File: config.mk
export PLATFORM = sky130hd
export DESIGN_NAME = ripple_count_monitor
export DESIGN_NICKNAME = d
export VERILOG_FILES = /design/src/rtl/ripple_count_monitor.sv
export SDC_FILE = /design/constraint.sdc
export NUM_CORES = 1
export LEC_CHECK = 0
export CORE_ASPECT_RATIO = 1.5
export CORE_MARGIN = 3
export CORE_UTILIZATION = 56
export CTS_BUF_LIST = sky130_fd_sc_hd__clkbuf_2 sky130_fd_sc_hd__clkbuf_4 sky130_fd_sc_hd__clkbuf_8
export DETAILED_ROUTE_END_ITERATION = 12
export PLACE_DENSITY = 0.89
export SLEW_MARGIN = 15
export SYNTH_ARGS = -nofsm -noshare
export SYNTH_HDL_FRONTEND = slang
export SYNTH_SLANG_ARGS = --single-unit
export TNS_END_PERCENT = 30
File: constraint.sdc
create_clock -name clk -period 3.7 [get_ports clk]
set_input_delay 0.74 -clock clk [delete_from_list [all_inputs] [get_ports clk]]
set_output_delay 0.74 -clock clk [all_outputs]
set_load 0.02 [all_outputs]
File: src/rtl/ripple_count_monitor.sv
// Captures a free-running asynchronous 4-bit ripple counter. Only settled values are committed, and
// each commit raises wrap/match pulses and emits an event on a valid/ready port.
module ripple_count_monitor #(
  parameter int unsigned SYNC_STAGES   = 2,
  parameter int unsigned STABLE_CYCLES = 2,
  parameter int unsigned WRAP_W        = 8
) (
  input  logic              clk,
  input  logic              rst,
  input  logic [3:0]        cnt_in,
  input  logic [3:0]        thresh,
  input  logic              clr,
  output logic [3:0]        cnt_sync,
  output logic              stable,
  output logic              match_p,
  output logic              wrap_p,
  output logic [WRAP_W-1:0] wrap_cnt,
  output logic              evt_valid,
  input  logic              evt_ready,
  output logic [4:0]        evt_data,
  output logic              ovf
);

  localparam int unsigned CNT_W  = 4;
  localparam int unsigned STAB_W = 3;
  localparam logic [STAB_W-1:0] STAB_MAX = STAB_W'(STABLE_CYCLES);

  logic [SYNC_STAGES-1:0][CNT_W-1:0] sync_q, sync_d;
  logic [CNT_W-1:0]  s_d_q, s_d_d;
  logic [STAB_W-1:0] stab_q, stab_d;
  logic [CNT_W-1:0]  cnt_sync_q, cnt_sync_d;
  logic              stable_q, stable_d;
  logic              match_q, match_d;
  logic              wrap_q, wrap_d;
  logic [WRAP_W-1:0] wrap_cnt_q, wrap_cnt_d;
  logic              evt_valid_q, evt_valid_d;
  logic [4:0]        evt_data_q, evt_data_d;
  logic              ovf_q, ovf_d;

  logic [CNT_W-1:0]  s_c;
  logic              commit_c;
  logic              xfer_c;
  logic              is_wrap_c;

  // Next-state logic: settle filter, commit decision, counters and event slot
  always_comb begin
    sync_d      = sync_q;
    s_d_d       = s_d_q;
    stab_d      = stab_q;
    cnt_sync_d  = cnt_sync_q;
    stable_d    = stable_q;
    match_d     = 1'b0;
    wrap_d      = 1'b0;
    wrap_cnt_d  = wrap_cnt_q;
    evt_valid_d = evt_valid_q;
    evt_data_d  = evt_data_q;
    ovf_d       = ovf_q;

    if (SYNC_STAGES > 1) begin
      for (int i = SYNC_STAGES - 1; i > 0; i--) begin
        sync_d[i] = sync_q[i-1];
      end
    end
    sync_d[0] = cnt_in;
    s_c       = sync_q[SYNC_STAGES-1];
    s_d_d     = s_c;

    if (s_c != s_d_q) begin
      stab_d = '0;
    end else if (stab_q != STAB_MAX) begin
      stab_d = stab_q + STAB_W'(1);
    end
    stable_d = (stab_d == STAB_MAX);

    commit_c  = (stab_q == STAB_MAX) && (s_d_q != cnt_sync_q);
    is_wrap_c = (s_d_q < cnt_sync_q);
    xfer_c    = evt_valid_q && evt_ready;

    if (commit_c) begin
      cnt_sync_d = s_d_q;
      wrap_d     = is_wrap_c;
      match_d    = (s_d_q == thresh);
      if (is_wrap_c && (wrap_cnt_q != {WRAP_W{1'b1}})) begin
        wrap_cnt_d = wrap_cnt_q + WRAP_W'(1);
      end
      if (!evt_valid_q || xfer_c) begin
        evt_valid_d = 1'b1;
        evt_data_d  = {is_wrap_c, s_d_q};
      end else begin
        ovf_d = 1'b1;
      end
    end else if (xfer_c) begin
      evt_valid_d = 1'b0;
    end

    // Clear wins over a same-cycle commit for the bookkeeping outputs only
    if (clr) begin
      wrap_cnt_d  = '0;
      ovf_d       = 1'b0;
      evt_valid_d = 1'b0;
    end
  end

  always_ff @(posedge clk or negedge rst) begin
    if (!rst) begin
      sync_q      <= '0;
      s_d_q       <= '0;
      stab_q      <= '0;
      cnt_sync_q  <= '0;
      stable_q    <= 1'b0;
      match_q     <= 1'b0;
      wrap_q      <= 1'b0;
      wrap_cnt_q  <= '0;
      evt_valid_q <= 1'b0;
      evt_data_q  <= '0;
      ovf_q       <= 1'b0;
    end else begin
      sync_q      <= sync_d;
      s_d_q       <= s_d_d;
      stab_q      <= stab_d;
      cnt_sync_q  <= cnt_sync_d;
      stable_q    <= stable_d;
      match_q     <= match_d;
      wrap_q      <= wrap_d;
      wrap_cnt_q  <= wrap_cnt_d;
      evt_valid_q <= evt_valid_d;
      evt_data_q  <= evt_data_d;
      ovf_q       <= ovf_d;
    end
  end

  assign cnt_sync  = cnt_sync_q;
  assign stable    = stable_q;
  assign match_p   = match_q;
  assign wrap_p    = wrap_q;
  assign wrap_cnt  = wrap_cnt_q;
  assign evt_valid = evt_valid_q;
  assign evt_data  = evt_data_q;
  assign ovf       = ovf_q;

endmodule

==> summary.txt <==
Run status
  • Status: complete, no violations

Power and ir drop
  • Net Switching: 0.235 mW
  • Comb power frac: 0.153
  • P per Cell Area: 441 nW/um^2
  • Leakage power: 0.871 nW
  • Tot Pwr: 0.930 mW
  • Flop pwr share: 0.478
  • Internal power of the cells: 0.695 mW
  • Worst VDD drop: 0.341 mV
  • Clock network fraction of design power: 0.368
  • Switch share: 0.253

Global route
  • Pin count of the biggest net entering global routing: 38
  • GRT Residual Overflow: 0
  • Vias in the first global route: 1244
  • First-pass GRT wire length: 5870 um
  • All-Layer GR Usage: 0.215
  • Initial antenna violation count: 0

Route
  • Starting DRT DRC Count: 17
  • WL final: 3350 um
  • Vias: 1263
  • Pre-antenna DRT Iters: 5
  • WL per Instance: 15.4 um
  • Final antenna-violating net count: 0
  • Drt drc: 0
  • Drt via density: 5.82

Placed design
  • IO Port Bufs: 33
  • Pre-CTS setup slack: 1.50 ns
  • Post-detail-place hpwl: 2440 um
  • Gp weighted congestion: 0.866

Finish
  • ANT cells: 0
  • Post-layout util: 0.770
  • Layout cells sized above 1: 0.0833
  • Most frequent cells in the layout: dfrtp_1 (37), clkdlybuf4s50_1 (33), a21oi_1 (13)
  • Area Overhead vs Synth: 30.0%
  • Post-layout nets: 198
  • Fillcell total: 169
  • Commonest non-fill, non-tap cell in the layout: dfrtp_1

Floorplan
  • Initial Util: 0.593
  • Core ar.: 2730 um^2
  • Core Rows: 23
  • Die X: 49.9 um
  • DIE HEIGHT: 71.9 um
  • Die area: 3590 um^2
  • I/O Pins: 34

Clocking
  • Cts hold-fix bufs: 0
  • Clock slew at reported path FFs: 0.07 ns
  • H-tree Lvls: 2
  • Worst skew pair latency: 0.29 ns
  • CTS root buffer: clkbuf_8
  • Postcts setup bufs: 0
  • CTS Buffer Depth: 2
  • # resized after CTS: 0
  • CTS Buf Count: 5
  • CTS tree: built
  • Num Clock Sinks: 37

Run
  • Maxcap violations: 0

Yosys
  • Yosys warnings: 0
  • Mapped Area: 1620 um^2
  • Avg Inst Size Synth: 11.5 um^2
  • Number of distinct library cells after synthesis: 30
  • Syn_nets: 160
  • #FFs+latches synth: 37
  • Post-Synthesis Cells: 141
  • Sequential area share after synthesis: 0.571

Critical path
  • Crit end category: flop
  • Worst Path Arrival: 2.41 ns
  • Reg2reg start: s_d_q[3]
  • CP Data Required Time: 3.90 ns
  • Startpoint class of the critical path: flop
  • Worst-case reg-to-reg path depth: 5
  • Reg2Reg Setup Slack: 1.49 ns
  • Reg2reg end: wrap_cnt[6]
  • Critical path peak fanout: 16
  • WS Path Type: reg -> reg

Hold path
  • Hold endpoint: s_c[0]
  • WHS Path Cells: 0
  • Hold path startpoint: sync_d[4]
  • Hold crit path type: reg -> reg

Timing
  • Worst slew pin tran: 0.445 ns
  • RSZ-0062 raised after global routing: false
  • WHS: 0.351 ns
  • Min cycle time layout: 2.21 ns
  • Tcrit/Tclk final: 0.597
  • Final TNS setup: 0 ns
  • Worst rel slew slack: 0.703
  • # setup viols final: 0
  • Slew Limit Fails: 0
  • Setup ws final: 1.49 ns
  • Fmax: 0.452 GHz
  • Final Skew: 0.00553 ns
  • Final hold violations: 0
==> cell families (layout without fill, tap and decap cells) <==
logic type / after synthesis / after routing / share of synthesized area
compound gates: 33 / 33 / 0.143
xor+xnor: 9 / 9 / 0.0487
fa+ha+maj: 7 / 7 / 0.0541
buf+inv: 13 / 52 / 0.0317
flops: 37 / 37 / 0.571
mux: 3 / 3 / 0.0208
simple gates: 39 / 39 / 0.131
==> routing by layer <==
metal / GRT usage / up-vias / share of wire
li1: - / 582 / -
met5: 0 / - / 0
met4: 0.0769 / 0 / 0.017
met2: 0.359 / 59 / 0.54
met1: 0.262 / 613 / 0.37
met3: 0.0665 / 9 / 0.076
==> synthesized netlist by cell type <==
| cell type | count | share of area |
|---|---|---|
| a211oi_1 | 1 | 0.0046 |
| a21oi_1 | 13 | 0.040 |
| a41o_1 | 1 | 0.0062 |
| a41oi_4 | 1 | 0.017 |
| and2_1 | 1 | 0.0039 |
| and3_1 | 1 | 0.0039 |
| and4_1 | 1 | 0.0054 |
| buf_2 | 2 | 0.0062 |
| clkbuf_1 | 1 | 0.0023 |
| dfrtp_1 | 37 | 0.57 |
| ha_1 | 7 | 0.054 |
| inv_1 | 10 | 0.023 |
| mux2_2 | 3 | 0.021 |
| nand2_1 | 10 | 0.023 |
| nand2b_1 | 1 | 0.0039 |
| nand2b_4 | 1 | 0.0085 |
| nand3_1 | 1 | 0.0031 |
| nand3b_1 | 1 | 0.0046 |
| nand4_1 | 4 | 0.015 |
| nor2_1 | 9 | 0.021 |
| nor3_1 | 2 | 0.0062 |
| nor3b_1 | 1 | 0.0046 |
| o211ai_4 | 1 | 0.013 |
| o21ai_0 | 9 | 0.028 |
| o311ai_0 | 1 | 0.0054 |
| o31ai_1 | 5 | 0.023 |
| o41ai_1 | 1 | 0.0054 |
| or3_1 | 1 | 0.0039 |
| or4_1 | 5 | 0.023 |
| xnor2_1 | 9 | 0.049 |
==> critical path: stages, from the launching register on <==
cell	delay (ns)
dfrtp_1	0.44
ha_1	0.38
a41oi_4	0.38
o211ai_4	0.21
or4_1	0.54
a21oi_1	0.17
==> worst max path at each step <==
stage | startpoint | endpoint | slack, ns | depth (start not counted)
floorplan | cnt_sync[3] | wrap_cnt[7] | 1.65 | 7
global placement | s_d_q[3] | wrap_cnt[6] | 1.62 | 5
detailed placement | s_d_q[3] | wrap_cnt[6] | 1.50 | 5
CTS | s_d_q[3] | wrap_cnt[6] | 1.49 | 5
global route | stab_q[0] | wrap_cnt[6] | 1.31 | 7
finish | s_d_q[3] | wrap_cnt[6] | 1.49 | 5
==> per-stage QoR <==
stage / cell area [um^2] / cells
2_1_floorplan: 1620 / 141
5_1_grt: 2110 / 217
4_1_cts: 2110 / 217
6_report: 2110 / 217
3_3_place_gp: 1990 / 209
3_5_place_dp: 1990 / 209
==> power by group through the flow <==
stage,Sequential [mW],Clock [mW],Combinational [mW]
2_1_floorplan,0.470,0,0.0545
3_3_place_gp,0.450,0,0.138
3_5_place_dp,0.453,0,0.143
4_1_cts,0.445,0.351,0.144
5_1_grt,0.449,0.369,0.153
6_report,0.445,0.342,0.142
==> area by class of cell <==
cell class / instances / area (um^2) / area share
clock buffer: 5 / 68.8 / 0.0327
tap: 37 / 46.3 / 0.0220
clock inverter: 3 / 46.3 / 0.0220
inverter: 10 / 37.5 / 0.0178
sequential: 37 / 926 / 0.440
timing repair buffer: 34 / 338 / 0.160
multi-input combinational: 91 / 643 / 0.305
==> flip-flops by register name (all words and copies together) (netlist names) <==
signal	cells
stab_q	3
wrap_p	1
s_d_q	4
s_c	4
wrap_cnt	8
evt_valid	1
sync_d	4
cnt_sync	4
match_p	1
stable	1
evt_data	5
ovf	1
No activity file was read; power rests on OpenSTA's default activity.
